[src/rtl/ex_mul_sequencer_pkg.sv]
// Shared encodings for the EX-stage multiply sequencer.
// Holds the ALUctr opcode values seen in the DX register and the
// sequencer FSM state encoding.
package ex_mul_sequencer_pkg;

    // ALU control values carried in the DX register
    typedef enum logic [2:0] {
        ALU_ADD    = 3'd0,
        ALU_SUB    = 3'd1,
        ALU_AND    = 3'd2,
        ALU_OR     = 3'd3,
        ALU_SLT    = 3'd4,
        ALU_MUL    = 3'd5,
        ALU_BRANCH = 3'd6
    } alu_op_e;

    // Multiply sequencer states
    typedef enum logic [1:0] {
        ST_IDLE = 2'd0,
        ST_BUSY = 2'd1,
        ST_DONE = 2'd2
    } mul_state_e;

endpackage

[src/rtl/ex_mul_sequencer_if.sv]
// Pipeline-side bundle between the DX/EX registers and the multiply sequencer.
// master: the pipeline (drives issue info and flush, receives stall/result).
// slave : the sequencer.
//   dx_valid, ALUctr, A, B, DX_RD, flush : issue side
//   stall, busy, mul_done, mul_result, mul_rd : sequencer response
interface ex_mul_sequencer_if #(
    parameter int unsigned WIDTH = 32
);
    logic             dx_valid;
    logic [2:0]       ALUctr;
    logic [WIDTH-1:0] A;
    logic [WIDTH-1:0] B;
    logic [4:0]       DX_RD;
    logic             flush;
    logic             stall;
    logic             busy;
    logic             mul_done;
    logic [WIDTH-1:0] mul_result;
    logic [4:0]       mul_rd;

    modport master (
        output dx_valid, ALUctr, A, B, DX_RD, flush,
        input  stall, busy, mul_done, mul_result, mul_rd
    );

    modport slave (
        input  dx_valid, ALUctr, A, B, DX_RD, flush,
        output stall, busy, mul_done, mul_result, mul_rd
    );
endinterface

[src/rtl/ex_mul_sequencer_mul_shift_add_step.sv]
// One iteration of the shift-add multiply (mul_shift_add_step), purely combinational.
//   acc, mcand, mplier                 : current partial product, multiplicand, multiplier
//   acc_next, mcand_next, mplier_next  : values after this iteration
//   zero_flag                          : shifted multiplier has no bits left
module ex_mul_sequencer_mul_shift_add_step #(
    parameter int unsigned WIDTH = 32
) (
    input  logic [WIDTH-1:0] acc,
    input  logic [WIDTH-1:0] mcand,
    input  logic [WIDTH-1:0] mplier,
    output logic [WIDTH-1:0] acc_next,
    output logic [WIDTH-1:0] mcand_next,
    output logic [WIDTH-1:0] mplier_next,
    output logic             zero_flag
);

    // Add the multiplicand when the current multiplier bit is set; carry out is dropped
    always_comb begin
        acc_next    = mplier[0] ? (acc + mcand) : acc;
        mcand_next  = mcand << 1;
        mplier_next = mplier >> 1;
        zero_flag   = (mplier_next == '0);
    end

endmodule

[src/rtl/ex_mul_sequencer.sv]
// Multi-cycle multiply controller for the EX stage.
// Latches A/B/DX_RD on a multiply issue, iterates a shift-add multiply and
// keeps IF/ID/DX stalled until the low WIDTH bits of the product are handed
// to EX/MEM with a one-cycle mul_done strobe.
//   clk  : pipeline clock
//   rst  : synchronous, active-low reset
//   bus  : ex_mul_sequencer_if.slave (issue inputs, flush, stall/busy/result outputs)
module ex_mul_sequencer
    import ex_mul_sequencer_pkg::*;
#(
    parameter int unsigned WIDTH      = 32,
    parameter bit          EARLY_EXIT = 1'b1,
    parameter logic [2:0]  MUL_OP     = 3'd5
) (
    input  logic                 clk,
    input  logic                 rst,
    ex_mul_sequencer_if.slave    bus
);

    localparam int unsigned CNT_W = $clog2(WIDTH);

    mul_state_e       state;
    logic [WIDTH-1:0] acc;
    logic [WIDTH-1:0] mcand;
    logic [WIDTH-1:0] mplier;
    logic [CNT_W-1:0] cnt;
    logic [4:0]       rd_q;

    logic [WIDTH-1:0] acc_nx;
    logic [WIDTH-1:0] mcand_nx;
    logic [WIDTH-1:0] mplier_nx;
    logic             mplier_zero;
    logic             start_c;
    logic             last_step_c;

    ex_mul_sequencer_mul_shift_add_step #(.WIDTH(WIDTH)) u_step (
        .acc         (acc),
        .mcand       (mcand),
        .mplier      (mplier),
        .acc_next    (acc_nx),
        .mcand_next  (mcand_nx),
        .mplier_next (mplier_nx),
        .zero_flag   (mplier_zero)
    );

    // Issue qualifier; gated by reset so nothing stalls while the block is held in reset
    assign start_c     = rst && bus.dx_valid && (bus.ALUctr == MUL_OP) && !bus.flush;
    assign last_step_c = (cnt == CNT_W'(WIDTH - 1)) || (EARLY_EXIT && mplier_zero);

    // Stall covers the issue cycle too, so DX keeps the mul until the result is handed over
    assign bus.stall = rst && ((state == ST_BUSY) || start_c);
    assign bus.busy  = (state == ST_BUSY);

    // FSM, datapath registers and registered result strobe
    always_ff @(posedge clk) begin
        if (!rst) begin
            state          <= ST_IDLE;
            acc            <= '0;
            mcand          <= '0;
            mplier         <= '0;
            cnt            <= '0;
            rd_q           <= '0;
            bus.mul_done   <= 1'b0;
            bus.mul_result <= '0;
            bus.mul_rd     <= '0;
        end else begin
            bus.mul_done   <= 1'b0;
            bus.mul_result <= '0;
            bus.mul_rd     <= '0;
            case (state)
                // DONE accepts a new issue directly so back-to-back muls have no idle gap
                ST_IDLE, ST_DONE: begin
                    if (start_c) begin
                        acc    <= '0;
                        mcand  <= bus.A;
                        mplier <= bus.B;
                        cnt    <= '0;
                        rd_q   <= bus.DX_RD;
                        state  <= ST_BUSY;
                    end else begin
                        state  <= ST_IDLE;
                    end
                end
                ST_BUSY: begin
                    if (bus.flush) begin
                        state <= ST_IDLE;
                    end else begin
                        acc    <= acc_nx;
                        mcand  <= mcand_nx;
                        mplier <= mplier_nx;
                        cnt    <= cnt + CNT_W'(1);
                        if (last_step_c) begin
                            state          <= ST_DONE;
                            bus.mul_done   <= 1'b1;
                            bus.mul_result <= acc_nx;
                            bus.mul_rd     <= rd_q;
                        end
                    end
                end
                default: state <= ST_IDLE;
            endcase
        end
    end

endmodule

[src/flat_wrapper.sv]
// flat-port wrapper written by rule: the top's interface ports become plain ports
module ex_mul_sequencer_flat import ex_mul_sequencer_pkg::*;
#(
    parameter int unsigned WIDTH      = 32,
    parameter bit          EARLY_EXIT = 1'b1,
    parameter logic [2:0]  MUL_OP     = 3'd5
)
  (clk, rst, bus_dx_valid, bus_ALUctr, bus_A, bus_B, bus_DX_RD, bus_flush, bus_stall, bus_busy, bus_mul_done, bus_mul_result, bus_mul_rd);
  ex_mul_sequencer_if #(.WIDTH(WIDTH)) bus_i ();
  input  logic clk;
  input  logic rst;
  input wire logic [$bits(bus_i.dx_valid)-1:0] bus_dx_valid;
  input wire logic [$bits(bus_i.ALUctr)-1:0] bus_ALUctr;
  input wire logic [$bits(bus_i.A)-1:0] bus_A;
  input wire logic [$bits(bus_i.B)-1:0] bus_B;
  input wire logic [$bits(bus_i.DX_RD)-1:0] bus_DX_RD;
  input wire logic [$bits(bus_i.flush)-1:0] bus_flush;
  output wire logic [$bits(bus_i.stall)-1:0] bus_stall;
  output wire logic [$bits(bus_i.busy)-1:0] bus_busy;
  output wire logic [$bits(bus_i.mul_done)-1:0] bus_mul_done;
  output wire logic [$bits(bus_i.mul_result)-1:0] bus_mul_result;
  output wire logic [$bits(bus_i.mul_rd)-1:0] bus_mul_rd;
  assign bus_i.dx_valid = bus_dx_valid;
  assign bus_i.ALUctr = bus_ALUctr;
  assign bus_i.A = bus_A;
  assign bus_i.B = bus_B;
  assign bus_i.DX_RD = bus_DX_RD;
  assign bus_i.flush = bus_flush;
  assign bus_stall = bus_i.stall;
  assign bus_busy = bus_i.busy;
  assign bus_mul_done = bus_i.mul_done;
  assign bus_mul_result = bus_i.mul_result;
  assign bus_mul_rd = bus_i.mul_rd;
  ex_mul_sequencer #(.WIDTH(WIDTH), .EARLY_EXIT(EARLY_EXIT), .MUL_OP(MUL_OP)) u_core (.clk(clk), .rst(rst), .bus(bus_i));
endmodule
[config.mk]
export PLATFORM = sky130hd
export DESIGN_NAME = ex_mul_sequencer_flat
export DESIGN_NICKNAME = d
export VERILOG_FILES = /design/src/rtl/ex_mul_sequencer_pkg.sv /design/src/rtl/ex_mul_sequencer_if.sv /design/src/rtl/ex_mul_sequencer_mul_shift_add_step.sv /design/src/rtl/ex_mul_sequencer.sv /design/src/flat_wrapper.sv
export SDC_FILE = /design/constraint.sdc
export NUM_CORES = 1
export LEC_CHECK = 0
export CAP_MARGIN = 20
export CORE_MARGIN = 2
export CORE_UTILIZATION = 40
export DETAILED_ROUTE_END_ITERATION = 7
export GPL_TIMING_DRIVEN = 0
export PLACE_DENSITY = 0.65
export SLEW_MARGIN = 0
export SYNTH_ARGS = -nofsm -noshare
export SYNTH_HDL_FRONTEND = slang
export SYNTH_SLANG_ARGS = --single-unit
[constraint.sdc]
create_clock -name clk -period 2.54 [get_ports clk]
set_input_delay 0.635 -clock clk [delete_from_list [all_inputs] [get_ports clk]]
set_output_delay 0.635 -clock clk [all_outputs]
set_load 0.02 [all_outputs]
### Word-level counts from Yosys, hierarchy flattened

Index checks and enable logic that the tools add are counted.

* bitwise operators: 3
* mux-type cells: 18
* eq/ne operators: 7
* add/subtract/negate cells: 2
* reductions and logical operators: 15

Operators with widths (number)
* $mux W32: 7
* $pmux W32 S2: 3
* $add A32 B32 Y32: 1
* $logic_not A32 Y1: 1
* $mux W5: 2
* $pmux W5 S2: 1
* $add A5 B1 Y5 const B: 1
* $eq A5 B5 Y1 const B: 1
* $logic_and A1 B1 Y1: 4
* $mux W2: 2
* $pmux W2 S2: 1
* $reduce_or A4 Y1: 1
* $eq A3 B3 Y1 const B: 1
* $ne A3 B2 Y1 const B: 1
* $not A1 Y1: 3
* $reduce_and A3 Y1: 1
* $reduce_or A3 Y1: 1
* $eq A2 B1 Y1 const B: 1
* $eq A2 B2 Y1 const B: 1
* $logic_not A2 Y1: 1
* $logic_or A1 B1 Y1: 2
* $mux W1: 2
* $ne A2 B1 Y1 const B: 1
* $ne A2 B2 Y1 const B: 1
* 4 further kinds: 4

* word-level logic and storage cells: 54
* output and inout port bits: 40
* bits in registers: 146

### Longest topological paths before layout

* word-level depth: 5
* depth in mapped cells: 10
* gate-level depth less buffers: 10

### Cells and area by module

From an unflattened synthesis, not the netlist that was laid out.

* cell total of the unflattened synthesis: 987
* area total of the unflattened synthesis: 8738.4 µm²

By module, submodules not included
* ex_mul_sequencer: cells an instance 590, area an instance 5957.0 µm², instances 1
* ex_mul_sequencer_mul_shift_add_step: cells an instance 397, area an instance 2781.4 µm², instances 1

### Least setup slack after synthesis

OpenSTA, ideal clock, no wires.

* kind: reg-to-reg
* start point: register u_core.mcand[0]
* end point: register u_core.bus.mul_result[30]
* cell stages (with the launch flop): 11
* required time: 2.418 ns
* arrival time: 2.461 ns
* path slack: -0.043 ns
* cell sequence: dfxtp_1 ha_1 fa_1 a21o_1 a21oi_1 o21ai_0 a21oi_1 o221a_2 nor2_1 mux2i_1 a311o_1

* cells in the longest elaborated chain, start to end: 2

RTL lines
* start: declaration: line ex_mul_sequencer.sv:24 `logic [WIDTH-1:0] mcand;`
* start signal: assignment: line ex_mul_sequencer.sv:75 `mcand <= bus.A;`
* start signal: assignment: line ex_mul_sequencer.sv:89 `mcand <= mcand_nx;`
* $add A32 B32 Y32: line ex_mul_sequencer_mul_shift_add_step.sv:19 `acc_next = mplier[0] ? (acc + mcand) : acc;`
* $mux W32: line ex_mul_sequencer_mul_shift_add_step.sv:19
* end signal: assignment: line ex_mul_sequencer.sv:95 `bus.mul_result <= acc_nx;`
* end: declaration: line ex_mul_sequencer_if.sv:28 `output stall, busy, mul_done, mul_result, mul_rd`

No other way between the ends.
A chain may end at the register's enable or synchronous reset.

### Worst setup path in the final report

* start point: register u_core.mcand[8]
* end point: register u_core.bus.mul_result[31]

The elaborated chain is that of the path after synthesis.

==> flow_summary_export.csv <==
group,metric,value,unit
pwr,swShare,23.3,%
global_routing,grt_pass1_vias,7130,
clocking,cts_buffer_depth,2,
clocking,h-tree-depth,4,
setup_path,r2r_slack,-150,ps
min_path,holdPathStages,2,
placement,gp_congestion,0.958,
floorplan,start_util,40.5,%
timing,period_share,106,%
timing,worst_pin_slew,858,ps
yosys,synth_flop_cell,"dfxtp_1",
pwr,p_sw,0.00123,W
routing,dr.pass1.iters,5,
timing,finClkSkew,9.23,ps
placement,dpl.hpwl,17500,microns
setup_path,critPathArrivalTime,3050,ps
timing,setup_viol,3,
clocking,numCtsBuffers,17,
yosys,netlist-cell-type-count,61,
yosys,ys_top_cells_by_area,"dfxtp_1 (39%), nand2_1 (9.1%), a311oi_1 (6.5%)",
routing,viasPerCell,5.68,
pwr,power_leakage,3.70,nW
global_routing,grt_use_total,24.5,%
floorplan,die_h,141,microns
timing,clock.fmax,371,MHz
setup_path,worstPathRequired,2900,ps
setup_path,r2r_end,"u_core.bus.mul_result[31]$_SDFF_PP0_",
routing,drt_iter0_drc,490,
clocking,clk_transition_reported_paths,60,ps
yosys,syn-instance-count,950,
setup_path,r2r_start,"u_core.mcand[8]$_SDFFE_PN0P_",
timing,max-slew-margin-rel,42.8,%
clocking,numClockSinks,146,
yosys,yosys.area.top_type,"dfxtp_1",
min_path,hold_start,"u_core.rd_q[2]$_SDFFE_PN0P_",
routing,route.detailed.drc,0,
routing,num_vias,7634,
floorplan,ios,116,
global_routing,overflow,0,
clocking,cts_tree,"yes",
outcome,status,"complete, but fails checks",
outcome,violations,"setup timing",
pwr,p_int,0.00404,W
finish,nFillCells,1746,
yosys,syn_nets,1060,
floorplan,fp-row-count,50,
global_routing,antenna_found_initial,0,
finish,diodes,0,
routing,wl_per_cell,18.2,microns
yosys,yosys_warnings,0,
setup_path,crit_type,"reg2reg",
finish,nets,1206,
placement,port_buffers,114,
setup_path,worstPathMaxFanout,3,
pwr,cellPowerDensity,520,nW/um^2
timing,fin_ws,-153,ps
pwr,p_total,0.00527,W
finish,syn_to_final_growth,34.9,%
min_path,hold_end,"u_core.rd_q[2]$_SDFFE_PN0P_",
yosys,syn_area_per_cell,7.91,sq um
timing,slew_violations,0,
pwr,vdd_drop_max,0.474,mV
yosys,synth_edf_count,0,
timing,rsz0062_at_grt,"yes",
placement,dp.cells,1298,
finish,regArea,2950,sq um
pwr,clockPowerShare,50.2,%
floorplan,die_w,141,microns
global_routing,grt_pass1_wl,38100,microns
clocking,worstSkewPairLatency,430,ps
yosys,yosys.area.top_type_share,38.9,%
timing,hold_violations,0,
setup_path,critPathCaptureType,"flip-flop",
yosys,ys_ff_latch,146,
floorplan,core_area,18600,sq um
min_path,hold_class,"reg2reg",
finish,multiInputGateArea,4660,sq um
yosys,ys_seq_area_share,38.9,%
global_routing,grt_max_degree,20,
routing,antenna_left,0,
clocking,cts_root_buf,"clkbuf_16",
finish,final_layout_size_suffix_gt1_share,13.6,%
pwr,pwr-share-seq,44.0,%
yosys,ys_async_sr_fraction,0,%
run,drv_cap,0,
timing,min_period,2690,ps
finish,fin_cells,1343,
setup_path,r2r_cells,9,
pwr,combPwrFrac,5.8,%
routing,drt-total-wl,24400,microns
setup_path,crit_start,"u_core.mcand[8]$_SDFFE_PN0P_",
yosys,netlist_area,7520,sq um
setup_path,critPathLaunchType,"flip-flop",
floorplan,die-area,19900,sq um
-- kinds of logic (layout without fill, tap and decap cells) --
family                     count (synthesis)  count (layout)  share of synthesized area (%)
AOI/OAI and AO/OA                        230             230                           21.5
muxes                                     17              17                           2.28
xor gates and xnor gates                  22              22                           2.56
buffers and inverters                     82             241                           4.39
and+or+nand+nor                          419             419                           24.6
DFF                                      146             146                           38.9
adders and majority gates                 34              34                           5.76
-- worst max-delay path: stages, from the launching register on --
cell and delay (ps):
dfxtp_4 350, ha_4 240, a21o_1 160, o21bai_4 180
or3_4 350, o211ai_4 230, a211oi_2 120, o31a_1 310
or4_1 500, a21oi_2 170
-- per-stage QoR --
stage	setup TNS, ps	util, %	hold WS (ps)	setup WS [ps]	cell area [sq um]
global placement	-73700	48.2	438	-1130	8960
global route	-814	54.6	467	-260	10100
finish	-325	54.6	451	-153	10100
floorplan	0	-	430	2.06	7530
detailed placement	-74400	48.2	439	-1120	8960
CTS	-470	53.3	453	-127	9900
-- flip-flops by register name, summed over array words and instances (netlist names) --
register,count
u_core.rd_q,5
u_core.bus.mul_done,1
u_core.state,2
u_core.bus.mul_rd,5
u_core.mcand,32
u_core.bus.mul_result,32
u_core.acc,32
u_core.cnt,5
u_core.mplier,32
-- routing by layer --
layer	vias up	wire, microns	share of wire [%]	global-route usage, %
met5	-	0	0	0
met4	0	655	2.7	7.84
met3	49	1340	5.5	4.55
met2	278	11500	47	40.7
met1	3601	10900	45	32.2
li1	3706	-	-	-
-- cell usage in the layout, fill, tap and decap left out, drive strengths merged, types with 4 or more instances in the layout --
master and count:
nor2b 4, a21oi 63, clkdlybuf4s50 111, o21a 9, o21bai 8, a31oi 4, and3 5, buf 28
nand3 47, nand2b 6, clkinv 6, a21o 16, nor2 104, nor3 16, or3 9, ha 33
nand4 14, clkbuf 68, a22oi 10, mux2i 16, inv 21, nor4 9, nand2 182, a211oi 6
a311oi 56, and2 11, xnor2 11, dfxtp 146, xor2 11, o21ai 28
-- power by group through the flow --
| stage | clock network [W] | logic, W | registers (W) |
|---|---|---|---|
| after floorplan | 0 | 0.000123 | 0.00237 |
| after global placement | 0 | 0.000294 | 0.00237 |
| after detailed placement | 0 | 0.000295 | 0.00237 |
| after CTS | 0.00269 | 0.000302 | 0.00232 |
| after global routing | 0.00278 | 0.000332 | 0.00232 |
| final | 0.00265 | 0.000306 | 0.00232 |
-- worst max path at each step --
| stage | cells after the start | slack [ps] | end |
|---|---|---|---|
| 2_1_floorplan | 10 | 2 | u_core.bus.mul_result[30]$_SDFF_PP0_ |
| 3_3_place_gp | 9 | -1130 | u_core.acc[10]$_SDFFE_PN0P_ |
| 3_5_place_dp | 9 | -1120 | u_core.acc[20]$_SDFFE_PN0P_ |
| 4_1_cts | 9 | -130 | u_core.bus.mul_result[31]$_SDFF_PP0_ |
| 5_1_grt | 10 | -260 | u_core.acc[31]$_SDFFE_PN0P_ |
| 6_report | 9 | -150 | u_core.bus.mul_result[31]$_SDFF_PP0_ |
-- final cells by class --
type | count | area share (%)
well taps | 234 | 2.89
clock buffers | 18 | 4.33
repair buffers | 130 | 12.5
multi-input cells | 722 | 46.0
flip-flops and latches | 146 | 29.1
clock inverters | 14 | 1.76
inverters | 18 | 0.691
plain buffers | 61 | 2.84
-- timing repair --
item,4_1_cts,5_1_grt
hold buffers,0,0
resized for setup,73,62
pin swaps,18,15
cloned,0,0
buffers inserted,10,6
endpoints found under the setup margin,124,94
-- cells in the mapped netlist, types with 4 or more instances --
library cell	number
a211oi_1	6
a21o_1	15
a21oi_1	63
a22oi_1	10
a311oi_1	56
a31oi_1	4
and2_1	11
and3_1	5
buf_1	10
buf_4	4
clkbuf_1	49
dfxtp_1	146
ha_1	33
inv_1	16
mux2i_1	16
nand2_1	182
nand2b_1	6
nand3_1	47
nand4_1	14
nor2_1	104
nor2b_1	4
nor3_1	16
nor4_1	9
o21a_1	9
o21ai_0	28
o21bai_1	7
or3_1	8
xnor2_1	11
xor2_1	11
Note: power is estimated with default switching activity, not from simulation.
